===== src/rtl/wb_select_stage_if.sv =====
// Handshake and datapath bundle between the MEM/WB register, the
// writeback-select stage and the register file write port.
interface wb_select_stage_if #(
    parameter int WIDTH = 32,
    parameter int NSRC  = 6,
    parameter int SELW  = 3,
    parameter int CNTW  = 32
);
    logic                    in_valid;
    logic                    in_ready;
    logic [NSRC*WIDTH-1:0]   in_src;
    logic [SELW-1:0]         in_sel;
    logic                    in_link;
    logic [WIDTH-1:0]        in_pc;
    logic [2:0]              in_ld_mode;
    logic [1:0]              in_addr_lo;
    logic                    in_we;
    logic [4:0]              in_dst;
    logic                    flush;
    logic                    wb_ready;
    logic                    wb_valid;
    logic                    wb_we;
    logic [4:0]              wb_dst;
    logic [WIDTH-1:0]        wb_data;
    logic                    sel_err;
    logic                    align_err;
    logic [CNTW-1:0]         wb_count;

    // Stage side: consumes the pipeline beat, produces the writeback beat.
    modport slave (
        input  in_valid, in_src, in_sel, in_link, in_pc, in_ld_mode,
               in_addr_lo, in_we, in_dst, flush, wb_ready,
        output in_ready, wb_valid, wb_we, wb_dst, wb_data, sel_err,
               align_err, wb_count
    );

    // Environment side: drives the beat and the register-file ready.
    modport master (
        output in_valid, in_src, in_sel, in_link, in_pc, in_ld_mode,
               in_addr_lo, in_we, in_dst, flush, wb_ready,
        input  in_ready, wb_valid, wb_we, wb_dst, wb_data, sel_err,
               align_err, wb_count
    );
endinterface


===== src/rtl/wb_select_stage.sv =====
// Writeback-select stage: picks a result channel or the link address,
// extends load data, suppresses $0 writes and holds the result in a
// one-entry output register with valid/ready, flush and a retire counter.
module wb_select_stage #(
    parameter int WIDTH       = 32,
    parameter int NSRC        = 6,
    parameter int SELW        = 3,
    parameter int LOAD_SRC    = 2,
    parameter int LINK_OFFSET = 8,
    parameter int CNTW        = 32
) (
    input  logic             clk,
    input  logic             reset_n,
    wb_select_stage_if.slave bus
);
    localparam logic [SELW:0]   NSRC_L = (SELW+1)'(NSRC);
    localparam logic [SELW-1:0] LOAD_L = SELW'(LOAD_SRC);

    // Byte sign/zero extension to the datapath width.
    function automatic logic [WIDTH-1:0] ext_byte(input logic [7:0] v, input logic sgn);
        logic signed [7:0]       s8;
        logic signed [WIDTH-1:0] sw;
        s8 = signed'(v);
        sw = s8;
        return sgn ? sw : {{(WIDTH-8){1'b0}}, v};
    endfunction

    // Halfword sign/zero extension to the datapath width.
    function automatic logic [WIDTH-1:0] ext_half(input logic [15:0] v, input logic sgn);
        logic signed [15:0]      s16;
        logic signed [WIDTH-1:0] sw;
        s16 = signed'(v);
        sw  = s16;
        return sgn ? sw : {{(WIDTH-16){1'b0}}, v};
    endfunction

    logic [WIDTH-1:0] chan_word;
    logic [WIDTH-1:0] ld_word;
    logic [7:0]       ld_byte;
    logic [15:0]      ld_half;
    logic [WIDTH-1:0] ld_ext;
    logic             ld_misalign;
    logic             sel_bad;
    logic             is_load;
    logic             accept;

    logic             valid_q;
    logic             we_q, we_d;
    logic [4:0]       dst_q;
    logic [WIDTH-1:0] data_q, data_d;
    logic             sel_err_q, sel_err_d;
    logic             align_err_q, align_err_d;
    logic [CNTW-1:0]  count_q;

    assign ld_word = bus.in_src[LOAD_SRC*WIDTH +: WIDTH];
    assign ld_half = bus.in_addr_lo[1] ? ld_word[31:16] : ld_word[15:0];

    // Multiplex the legal channels; illegal codes fall through to zero.
    always_comb begin
        chan_word = '0;
        for (int k = 0; k < NSRC; k++) begin
            if (bus.in_sel == SELW'(k)) chan_word = bus.in_src[k*WIDTH +: WIDTH];
        end
    end

    // Pick the little-endian byte lane addressed by the low address bits.
    always_comb begin
        case (bus.in_addr_lo)
            2'd0:    ld_byte = ld_word[7:0];
            2'd1:    ld_byte = ld_word[15:8];
            2'd2:    ld_byte = ld_word[23:16];
            default: ld_byte = ld_word[31:24];
        endcase
    end

    // Extend by load mode and flag offsets that the access size cannot use.
    always_comb begin
        ld_ext      = ld_word;
        ld_misalign = 1'b0;
        case (bus.in_ld_mode)
            3'b001:  ld_ext = ext_byte(ld_byte, 1'b1);
            3'b010:  ld_ext = ext_byte(ld_byte, 1'b0);
            3'b011: begin
                ld_ext      = ext_half(ld_half, 1'b1);
                ld_misalign = bus.in_addr_lo[0];
            end
            3'b100: begin
                ld_ext      = ext_half(ld_half, 1'b0);
                ld_misalign = bus.in_addr_lo[0];
            end
            default: ld_misalign = (bus.in_addr_lo != 2'd0);
        endcase
    end

    // Result priority: link address, illegal select, load, plain channel.
    always_comb begin
        sel_bad     = ({1'b0, bus.in_sel} >= NSRC_L);
        is_load     = !bus.in_link && !sel_bad && (bus.in_sel == LOAD_L);
        sel_err_d   = !bus.in_link && sel_bad;
        align_err_d = is_load && ld_misalign;
        if (bus.in_link)  data_d = bus.in_pc + WIDTH'(LINK_OFFSET);
        else if (sel_bad) data_d = '0;
        else if (is_load) data_d = ld_ext;
        else              data_d = chan_word;
        we_d = bus.in_we && (bus.in_dst != 5'd0) && !sel_err_d && !align_err_d;
    end

    assign bus.in_ready = !valid_q || bus.wb_ready;
    assign accept       = bus.in_valid && bus.in_ready;

    // Output register: flush drops everything, otherwise capture or drain;
    // a retired write counts only if that edge is not flushed.
    always_ff @(posedge clk or negedge reset_n) begin
        if (!reset_n) begin
            valid_q     <= 1'b0;
            we_q        <= 1'b0;
            dst_q       <= '0;
            data_q      <= '0;
            sel_err_q   <= 1'b0;
            align_err_q <= 1'b0;
            count_q     <= '0;
        end else begin
            if (bus.flush) begin
                valid_q <= 1'b0;
            end else if (accept) begin
                valid_q     <= 1'b1;
                we_q        <= we_d;
                dst_q       <= bus.in_dst;
                data_q      <= data_d;
                sel_err_q   <= sel_err_d;
                align_err_q <= align_err_d;
            end else if (valid_q && bus.wb_ready) begin
                valid_q <= 1'b0;
            end
            if (valid_q && bus.wb_ready && we_q && !bus.flush)
                count_q <= count_q + CNTW'(1);
        end
    end

    assign bus.wb_valid  = valid_q;
    assign bus.wb_we     = we_q;
    assign bus.wb_dst    = dst_q;
    assign bus.wb_data   = data_q;
    assign bus.sel_err   = sel_err_q;
    assign bus.align_err = align_err_q;
    assign bus.wb_count  = count_q;
endmodule

===== src/flat_wrapper.sv =====
// flat-port wrapper written by rule: the top's interface ports become plain ports
module wb_select_stage_flat 
#(
    parameter int WIDTH       = 32,
    parameter int NSRC        = 6,
    parameter int SELW        = 3,
    parameter int LOAD_SRC    = 2,
    parameter int LINK_OFFSET = 8,
    parameter int CNTW        = 32
)
  (clk, reset_n, bus_in_valid, bus_in_src, bus_in_sel, bus_in_link, bus_in_pc, bus_in_ld_mode, bus_in_addr_lo, bus_in_we, bus_in_dst, bus_flush, bus_wb_ready, bus_in_ready, bus_wb_valid, bus_wb_we, bus_wb_dst, bus_wb_data, bus_sel_err, bus_align_err, bus_wb_count);
  wb_select_stage_if #(.WIDTH(WIDTH), .NSRC(NSRC), .SELW(SELW), .CNTW(CNTW)) bus_i ();
  input  logic clk;
  input  logic reset_n;
  input wire logic [$bits(bus_i.in_valid)-1:0] bus_in_valid;
  input wire logic [$bits(bus_i.in_src)-1:0] bus_in_src;
  input wire logic [$bits(bus_i.in_sel)-1:0] bus_in_sel;
  input wire logic [$bits(bus_i.in_link)-1:0] bus_in_link;
  input wire logic [$bits(bus_i.in_pc)-1:0] bus_in_pc;
  input wire logic [$bits(bus_i.in_ld_mode)-1:0] bus_in_ld_mode;
  input wire logic [$bits(bus_i.in_addr_lo)-1:0] bus_in_addr_lo;
  input wire logic [$bits(bus_i.in_we)-1:0] bus_in_we;
  input wire logic [$bits(bus_i.in_dst)-1:0] bus_in_dst;
  input wire logic [$bits(bus_i.flush)-1:0] bus_flush;
  input wire logic [$bits(bus_i.wb_ready)-1:0] bus_wb_ready;
  output wire logic [$bits(bus_i.in_ready)-1:0] bus_in_ready;
  output wire logic [$bits(bus_i.wb_valid)-1:0] bus_wb_valid;
  output wire logic [$bits(bus_i.wb_we)-1:0] bus_wb_we;
  output wire logic [$bits(bus_i.wb_dst)-1:0] bus_wb_dst;
  output wire logic [$bits(bus_i.wb_data)-1:0] bus_wb_data;
  output wire logic [$bits(bus_i.sel_err)-1:0] bus_sel_err;
  output wire logic [$bits(bus_i.align_err)-1:0] bus_align_err;
  output wire logic [$bits(bus_i.wb_count)-1:0] bus_wb_count;
  assign bus_i.in_valid = bus_in_valid;
  assign bus_i.in_src = bus_in_src;
  assign bus_i.in_sel = bus_in_sel;
  assign bus_i.in_link = bus_in_link;
  assign bus_i.in_pc = bus_in_pc;
  assign bus_i.in_ld_mode = bus_in_ld_mode;
  assign bus_i.in_addr_lo = bus_in_addr_lo;
  assign bus_i.in_we = bus_in_we;
  assign bus_i.in_dst = bus_in_dst;
  assign bus_i.flush = bus_flush;
  assign bus_i.wb_ready = bus_wb_ready;
  assign bus_in_ready = bus_i.in_ready;
  assign bus_wb_valid = bus_i.wb_valid;
  assign bus_wb_we = bus_i.wb_we;
  assign bus_wb_dst = bus_i.wb_dst;
  assign bus_wb_data = bus_i.wb_data;
  assign bus_sel_err = bus_i.sel_err;
  assign bus_align_err = bus_i.align_err;
  assign bus_wb_count = bus_i.wb_count;
  wb_select_stage #(.WIDTH(WIDTH), .NSRC(NSRC), .SELW(SELW), .LOAD_SRC(LOAD_SRC), .LINK_OFFSET(LINK_OFFSET), .CNTW(CNTW)) u_core (.clk(clk), .reset_n(reset_n), .bus(bus_i));
endmodule

===== config.mk =====
export PLATFORM = sky130hd
export DESIGN_NAME = wb_select_stage_flat
export DESIGN_NICKNAME = d
export VERILOG_FILES = /design/src/rtl/wb_select_stage_if.sv /design/src/rtl/wb_select_stage.sv /design/src/flat_wrapper.sv
export SDC_FILE = /design/constraint.sdc
export NUM_CORES = 1
export LEC_CHECK = 0
export ABC_AREA = 1
export CORE_MARGIN = 2
export CORE_UTILIZATION = 46
export DETAILED_ROUTE_END_ITERATION = 8
export PLACE_DENSITY = 0.95
export SYNTH_ARGS = -nofsm -noshare
export SYNTH_HDL_FRONTEND = slang
export SYNTH_SLANG_ARGS = --single-unit

===== constraint.sdc =====
create_clock -name clk -period 3.2 [get_ports clk]
set_input_delay 0.64 -clock clk [delete_from_list [all_inputs] [get_ports clk]]
set_output_delay 0.64 -clock clk [all_outputs]
set_load 0.05 [all_outputs]

=== Word-level counts from Yosys, hierarchy flattened ===
Cells that the tools add are included.

* Logic and storage cells: 64
* Flip-flop bits (word level): 73
* Input port bits: 244
* Output and inout bits: 74

* Bitwise logic cells: 1
* Equality and inequality tests: 11
* Add/subtract/negate cells: 2
* $lt $le $gt $ge: 1
* Reduce and logical (&&, ||, !) cells: 26
* Muxes and demuxes: 16

{| class="wikitable"
|+ Operator list
! operator !! count
|-
| 32-bit 2-to-1 mux || 9
|-
| 32-bit one-hot mux with 4 select lines || 1
|-
| 32-bit by 1-bit adder with 32-bit output, second input constant || 1
|-
| 32-bit by 4-bit adder with 32-bit output, second input constant || 1
|-
| 8-bit one-hot mux with 3 select lines || 1
|-
| 16-bit 2-to-1 mux || 1
|-
| 3-bit by 2-bit == test with 1-bit output, second input constant || 4
|-
| 1-bit logical AND || 11
|-
| 3-bit == test, second input constant || 3
|-
| 3-bit by 1-bit == test with 1-bit output, second input constant || 2
|-
| 1-bit zero test || 6
|-
| 5-bit nonzero test || 1
|-
| 2-bit OR reduction || 2
|-
| 3-bit greater-or-equal comparator, second input constant || 1
|-
| 3-bit zero test || 1
|-
| 1-bit 2-to-1 mux || 3
|-
| 3-bit nonzero test || 1
|-
| 2-bit by 1-bit == test with 1-bit output, second input constant || 1
|-
| 2-bit == test, second input constant || 1
|-
| 2-bit zero test || 1
|-
| 1-bit one-hot mux with 2 select lines || 1
|-
| 2-bit AND reduction || 1
|-
| 2-bit nonzero test || 1
|-
| 1-bit logical OR || 1
|-
| 1-bit NOT || 1
|}

=== Depth between registers and ports, before layout ===
Gate-level depths: netlist of run 1.

* Depth after elaboration: 10
* Mapped depth: 13
* Gate-level depth less buffers: 12

=== Worst setup path after synthesis of run 1 ===
No wires, ideal clock.

* Path kind: register -> register
* From: register u_core.count_q[0] (netlist: u_core.bus.wb_count[0])
* To: register u_core.count_q[30] (netlist: u_core.bus.wb_count[30])
* Period minus slack after synthesis: 2013 ps
* Stages on the path, launching flop included: 11
* Slack: 1187 ps
* Setup time: 82 ps
* Data required time: 3118 ps
* Path buffers: 0
* Data arrival time: 1931 ps
* Cell sequence: dfrtp_1 -> ha_1 -> nand2_1 -> nor2_2 -> nand2_1 -> nor3_2 -> nand2_1 -> nor2_2 -> nand2_1 -> nor2_1 -> xor2_1

* Word-level cells in the longest chain between the ends: 1

{| class="wikitable"
|+ RTL lines
! what !! line !! text
|-
| start: declaration || wb_select_stage.sv:53 || <nowiki>logic [CNTW-1:0] count_q;</nowiki>
|-
| start signal: assignment || wb_select_stage.sv:136 || <nowiki>count_q <= count_q + CNTW'(1);</nowiki>
|-
| 32-bit by 1-bit adder with 32-bit output || wb_select_stage.sv:136 ||
|}

No other way between the ends.
A chain may end at the register's enable or synchronous reset.

=== Final worst setup path of run 1 ===
* From: input port bus_wb_ready
* To: output port bus_in_ready

* Word-level cells in the longest chain between the ends: 1

{| class="wikitable"
|+ RTL lines
! what !! line !! text
|-
| start: declaration || flat_wrapper.sv:25 || <nowiki>input wire logic [$bits(bus_i.wb_ready)-1:0] bus_wb_ready;</nowiki>
|-
| 1-bit logical OR || wb_select_stage.sv:108 || <nowiki>assign bus.in_ready = !valid_q || bus.wb_ready;</nowiki>
|-
| end: declaration || flat_wrapper.sv:26 || <nowiki>output wire logic [$bits(bus_i.in_ready)-1:0] bus_in_ready;</nowiki>
|}

No other way between the ends.

==> results of run 1 <==
-- cells by family (layout without fill, tap and decap cells) --
logic type | after synthesis | in the layout | synth area share
simple gates | 735 | 735 | 0.453
compound gates | 188 | 188 | 0.139
buf+inv | 149 | 457 | 0.0907
flops | 73 | 73 | 0.263
xor+xnor | 41 | 41 | 0.0516
fa+ha+maj | 2 | 2 | 0.00360
-- through the flow --
step	utilization	cells	instance area (um^2)
finish	0.729	1680	10700
global placement	0.707	1664	10400
CTS	0.729	1680	10700
floorplan	-	1188	6960
global route	0.729	1680	10700
detailed placement	0.707	1664	10400
-- final timing paths --
kind | from | to | slack [ns] | cells after the start
setup reg to reg | u_core.bus.wb_count[0]$_DFFE_PN0P_ | u_core.bus.wb_count[30]$_DFFE_PN0P_ | 1.17 | 10
hold / removal | reset_n | u_core.bus.wb_count[30]$_DFFE_PN0P_ | 0.25 | 1
hold reg to reg | u_core.bus.wb_dst[4]$_DFFE_PN0P_ | u_core.bus.wb_dst[4]$_DFFE_PN0P_ | 0.48 | 2
setup / recovery | bus_wb_ready | bus_in_ready | 0.50 | 4
max in group asynchronous | reset_n | u_core.bus.wb_data[15]$_DFFE_PN0P_ | 2.15 | 2
min in group clk | u_core.bus.wb_dst[4]$_DFFE_PN0P_ | u_core.bus.wb_dst[4]$_DFFE_PN0P_ | 0.48 | 2
-- per-layer routing --
layer,up-vias,GRT usage,share of wire
li1,4437,-,-
met1,4339,0.470,0.38
met2,642,0.630,0.47
met3,97,0.0590,0.10
met4,0,0.163,0.044
met5,-,0,0
-- sequential cells by signal, indices dropped and copies added, names as in the netlist --
register and cells:
u_core.bus.wb_count 32, u_core.bus.wb_data 32, u_core.bus.wb_dst 5, u_core.bus.align_err 1, u_core.bus.sel_err 1, u_core.bus.wb_valid 1
u_core.bus.wb_we 1
-- cells in the final DEF, fill, tap and decap left out, types with 2 or more instances in the layout --
master           netlist  routed
o211ai_1               3       3
a21oi_1              102     102
clkinv_1               4       4
xnor2_1               15      15
clkbuf_16              0       9
clkinv_4               0       2
or2_2                  6       6
nor2_4                 4       4
nand3_1              126     126
inv_1                 86      86
ha_1                   2       2
nor3_1                12      11
buf_4                  6      23
buf_12                 0       4
dfrtp_1               73      73
nor2_2                 4       4
nor3_4                 3       4
inv_6                  0       2
nand4_1               15      15
nor2_1               160     160
inv_2                  6       6
xor2_1                26      26
nor3_2                 2       2
bufinv_16              0       2
a22oi_1                2       2
nand3b_1              10      10
o21ai_0               70      70
o21ai_1                5       5
nand2_1              385     385
a31oi_1                2       2
clkdlybuf4s50_1        0     316
nand2_2                3       3
or2_0                  2       2
-- power by group --
group          switching, mW  total, mW  internal (mW)  leakage [nW]
combinational          0.964       1.61          0.647          3.73
clock                  0.426       1.12          0.690         0.160
sequential            0.0938       1.13           1.03         0.907
total                   1.48       3.85           2.37          4.80
-- area by class of cell --
cell class | instances | share of cell area
Clock buffer | 9 | 0.0211
Clock inverter | 7 | 0.00937
Inverter | 97 | 0.0343
Multi-Input combinational cell | 966 | 0.422
Sequential cell | 73 | 0.171
Tap cell | 184 | 0.0216
Timing Repair Buffer | 344 | 0.320
-- critical path, stage by stage --
cell	delay [ns]
clkdlybuf4s50_1	0.48
nor2_1	0.07
inv_1	0.07
clkdlybuf4s50_1	0.80
==> results.ini, run 1 <==
[run_status]
status=finished clean

[timing]
skew_ns=0.0118
worst_pin_slew_ns=0.695
max_freq_mhz=370
min_period_ns=2.70
hold_ws_ns=0.249
finalHoldViolCount=0
maxSlewHeadroom=0.536
drv_slew=0
fin_ws_ns=0.500
post-route-period-util=0.844
rsz0062_at_grt=no
setup_violations=0
fin_tns_setup_ns=0

[routing]
routedWlPerCell_um=18.2
num_vias=9515
drt_iter0_markers=1076
post-route-drc-count=0
drt-vias-per-instance=5.66
detail-route-antenna-nets=0
first_pass_iters=6
wl_um=30600

[floorplanning]
die_y_um=127
start_util=0.475
dieArea_um2=16100
std_cell_rows=44
io_pins=318
core-area_um2=14600
fp.dieW_um=127

[finish]
area_delta_synth_final_pct=53.5
multi_input_area_um2=4510
fill_cells=1222
diodes=0
fin_nets=1737
final_layout_size_suffix_gt1_frac=0.0515
regArea_um2=1830

[yosys]
yosys_warnings=0
syn_area_per_cell_um2=5.85
ys.flop_type=dfrtp_1
mappedNetlistArea_um2=6960
netlist_instances=1188
synth_seq_cells=73
synth_top_cell_by_area=dfrtp_1
synthArstFlopShare=1.00
synthesis.nets=1434
synthDistinctLibCells=40
netlist_top_cells_area=dfrtp_1, nand2_1, nand3_1
seq_area_frac_synth=0.263
synth_most_common_cell=nand2_1
synth_edf_count=0
synth_top_area_share=0.263
synthTopCellsByCount=nand2_1, nor2_1, nand3_1

[grt]
first_global_vias=9180
grt_use_total=0.372
grt-ovfl-total=0
grt_max_degree=41
antenna_found_initial=0
grt_pass1_wl_um=47400

[setup_path]
worstPathRequired_ns=2.56
endpoint_kind=primary output
crit_path_max_fanout=2
crit_type=in -> out
arrival_ns=2.06
startpoint_type=input port

[cts]
ctsResizeCount=0
cts_tree=built
cts_made_buffers=9
cts.sinks=73
insertion_delay_ns=0.34
cts_buffer_depth=2
clock-root-buffer=clkbuf_16
clkTransAtPathRegs_ns=0.07
post_cts_buffers=0
hold_buffers=0
htree_levels=3

[power]
max-vdd-ir-drop_v=0.000293
power_density_nw_per_um2=361
power_mw=3.85
p_leak_nw=4.80

[min_path]
hold_class=in -> async

[place]
gp_congestion=0.975
port_buffers=317
place_hpwl_um=24400
pre_cts_ws_ns=0.316

[job]
max_cap_violations=0

No activity file was read; power rests on OpenSTA's default activity.
==> run 2: changes to the inputs <==
--- a/config.mk
+++ b/config.mk
@@ -7,9 +7,9 @@
 export LEC_CHECK = 0
 export ABC_AREA = 1
 export CORE_MARGIN = 2
-export CORE_UTILIZATION = 46
+export CORE_UTILIZATION = 39
 export DETAILED_ROUTE_END_ITERATION = 8
-export PLACE_DENSITY = 0.95
+export PLACE_DENSITY = 0.89
 export SYNTH_ARGS = -nofsm -noshare
 export SYNTH_HDL_FRONTEND = slang
 export SYNTH_SLANG_ARGS = --single-unit
==> constraint.sdc (replaced) <==
create_clock -name clk -period 2.44 [get_ports clk]
set_input_delay 0.488 -clock clk [delete_from_list [all_inputs] [get_ports clk]]
set_output_delay 0.488 -clock clk [all_outputs]
set_load 0.05 [all_outputs]
==> run 2 against run 1 <==
  * Clock skew down 0.0016 ns
  * Highest routed layer unchanged
  * Sequential cell count did not move
  * Sequential power increased by 30%
  * Non-clock buffer count grew 26
  * Utilization fell by 10 points
  * Largest cell class unchanged
==> results.ini, run 2 (synthesized netlist as in run 1, its figures left out) <==
[floorplanning]
fp.dieW_um=138
std_cell_rows=48
die_y_um=138
core-area_um2=17400
io_pins=318
dieArea_um2=18900
start_util=0.401

[setup_path]
crit_type=in -> reg
endpoint_kind=flop
crit_slowest_cell=clkdlybuf4s50_1
crit-reg2reg-capture=u_core.bus.wb_count[30]$_DFFE_PN0P_
worstPathRequired_ns=2.70
startpoint_type=input port
crit_path_max_fanout=5
cpPeakStageDelay_ns=0.54
ff2ff_path_depth=10
r2r_setup_slack_ns=0.36
arrival_ns=2.45
reg2reg_from=u_core.bus.wb_count[0]$_DFFE_PN0P_
crit_path_cell_trace=clkdlybuf4s50_1, ha_1, nand2_1, nor2_1, nand2_1, xnor2_1, a21oi_1, a21oi_1

[cts]
ctsResizeCount=0
clkTransAtPathRegs_ns=0.06
clock-root-buffer=clkbuf_16
post_cts_buffers=0
htree_levels=3
cts_buffer_depth=2
cts_tree=built
cts.sinks=73
cts_made_buffers=9
hold_buffers=0
insertion_delay_ns=0.34

[timing]
finalHoldViolCount=0
post-route-period-util=0.896
max_freq_mhz=457
fin_ws_ns=0.253
rsz0062_at_grt=no
skew_ns=0.0102
setup_violations=0
worst_pin_slew_ns=0.610
drv_slew=0
min_period_ns=2.19
maxSlewHeadroom=0.592

[power]
seqPwrFrac=0.302
netSwitchingPower_mw=1.94
power_mw=4.86
p_comb_frac=0.444
swShare=0.399
clock_power_share=0.254
p_int_mw=2.92
power_density_nw_per_um2=446
p_leak_nw=4.90
max-vdd-ir-drop_v=0.000480

[routing]
post-route-drc-count=0
first_pass_iters=6
num_vias=9549
wl_um=31500
drt_iter0_markers=936
detail-route-antenna-nets=0
drt-vias-per-instance=5.47
routedWlPerCell_um=18.0

[grt]
grt_max_degree=35
grt-ovfl-total=0
grt_pass1_wl_um=47800
grt_use_total=0.331
first_global_vias=9118
antenna_found_initial=0

[finish]
stdcell_count=1747
fin_area_um2=10900
diodes=0
area_delta_synth_final_pct=56.7
final_cell_mix=nand2_1, clkdlybuf4s50_1, nor2_1, nand3_1, a21oi_1
final_layout_size_suffix_gt1_frac=0.0677
post-route-util=0.628
layout_commonest_cell=nand2_1
fin_nets=1763
fill_cells=1580

[place]
gp_congestion=0.998
place_inst=1731
pre_cts_ws_ns=-0.0152
place_area_um2=10600
port_buffers=317
place_hpwl_um=25500

[min_path]
hold_class=in -> async

[job]
max_cap_violations=0

[run_status]
status=finished clean

-- run 2: changes by cell type in the layout (fill, tap and decap cells not counted), sizes merged --
cell / previous run / this run
buf: 28 / 55
bufinv: 2 / 0
clkbuf: 9 / 10
clkdlybuf4s50: 316 / 315
clkinv: 7 / 5
clkinvlp: 0 / 4
inv: 95 / 94
-- run 2: metrics by stage --
stage          hold slack [ns]  TNS [ns]
2_1_floorplan            0.192         0
3_3_place_gp             0.445   -0.0169
3_5_place_dp             0.453   -0.0279
4_1_cts                 0.0967         0
5_1_grt                  0.100         0
6_report                0.0812         0
-- run 2: area by class of cell --
class / instances / area [um^2] / area share
inverter: 97 / 367 / 0.0336
clock buffer: 10 / 229 / 0.0210
sequential: 73 / 1830 / 0.168
clock inverter: 6 / 43.8 / 0.00402
multi-input combinational: 966 / 4510 / 0.414
tap: 225 / 282 / 0.0258
timing repair buffer: 370 / 3640 / 0.334
-- run 2: worst max-delay path by stage --
| stage | start | end | slack, ns | cells past startpoint |
|---|---|---|---|---|
| floorplan | u_core.bus.wb_count[0]$_DFFE_PN0P_ | u_core.bus.wb_count[30]$_DFFE_PN0P_ | 0.43 | 10 |
| global placement | bus_in_pc[4] | u_core.bus.wb_data[11]$_DFFE_PN0P_ | -0.02 | 8 |
| detailed placement | bus_in_pc[4] | u_core.bus.wb_data[11]$_DFFE_PN0P_ | -0.02 | 8 |
| CTS | u_core.bus.wb_count[21]$_DFFE_PN0P_ | bus_wb_count[21] | 0.31 | 1 |
| global route | bus_in_pc[4] | u_core.bus.wb_data[31]$_DFFE_PN0P_ | 0.11 | 13 |
| finish | bus_in_pc[4] | u_core.bus.wb_data[11]$_DFFE_PN0P_ | 0.25 | 8 |
-- run 2: power by group through the flow --
stage,sequential [mW],clock (mW),combinational (mW)
final,1.47,1.24,2.16
after global routing,1.49,1.30,2.28
after CTS,1.47,1.24,2.14
after detailed placement,1.49,0,2.13
after global placement,1.49,0,2.11
after floorplan,1.96,0,0.597
-- run 2: routing by layer --
layer / vias up / track usage / part of all wire
met3: 120 / 0.0570 / 0.094
li1: 4502 / - / -
met4: 0 / 0.162 / 0.055
met5: - / 0 / 0
met1: 4327 / 0.427 / 0.40
met2: 600 / 0.533 / 0.45
-- run 2: critical path, delay by kind of cell --
| kind | cells | cell delay (ns) |
|---|---|---|
| xor gates and xnor gates | 1 | 0.37 |
| buffers and inverters | 1 | 0.54 |
| adders and majority gates | 1 | 0.20 |
| AOI/OAI and AO/OA | 2 | 0.28 |
| and+or+nand+nor | 3 | 0.57 |
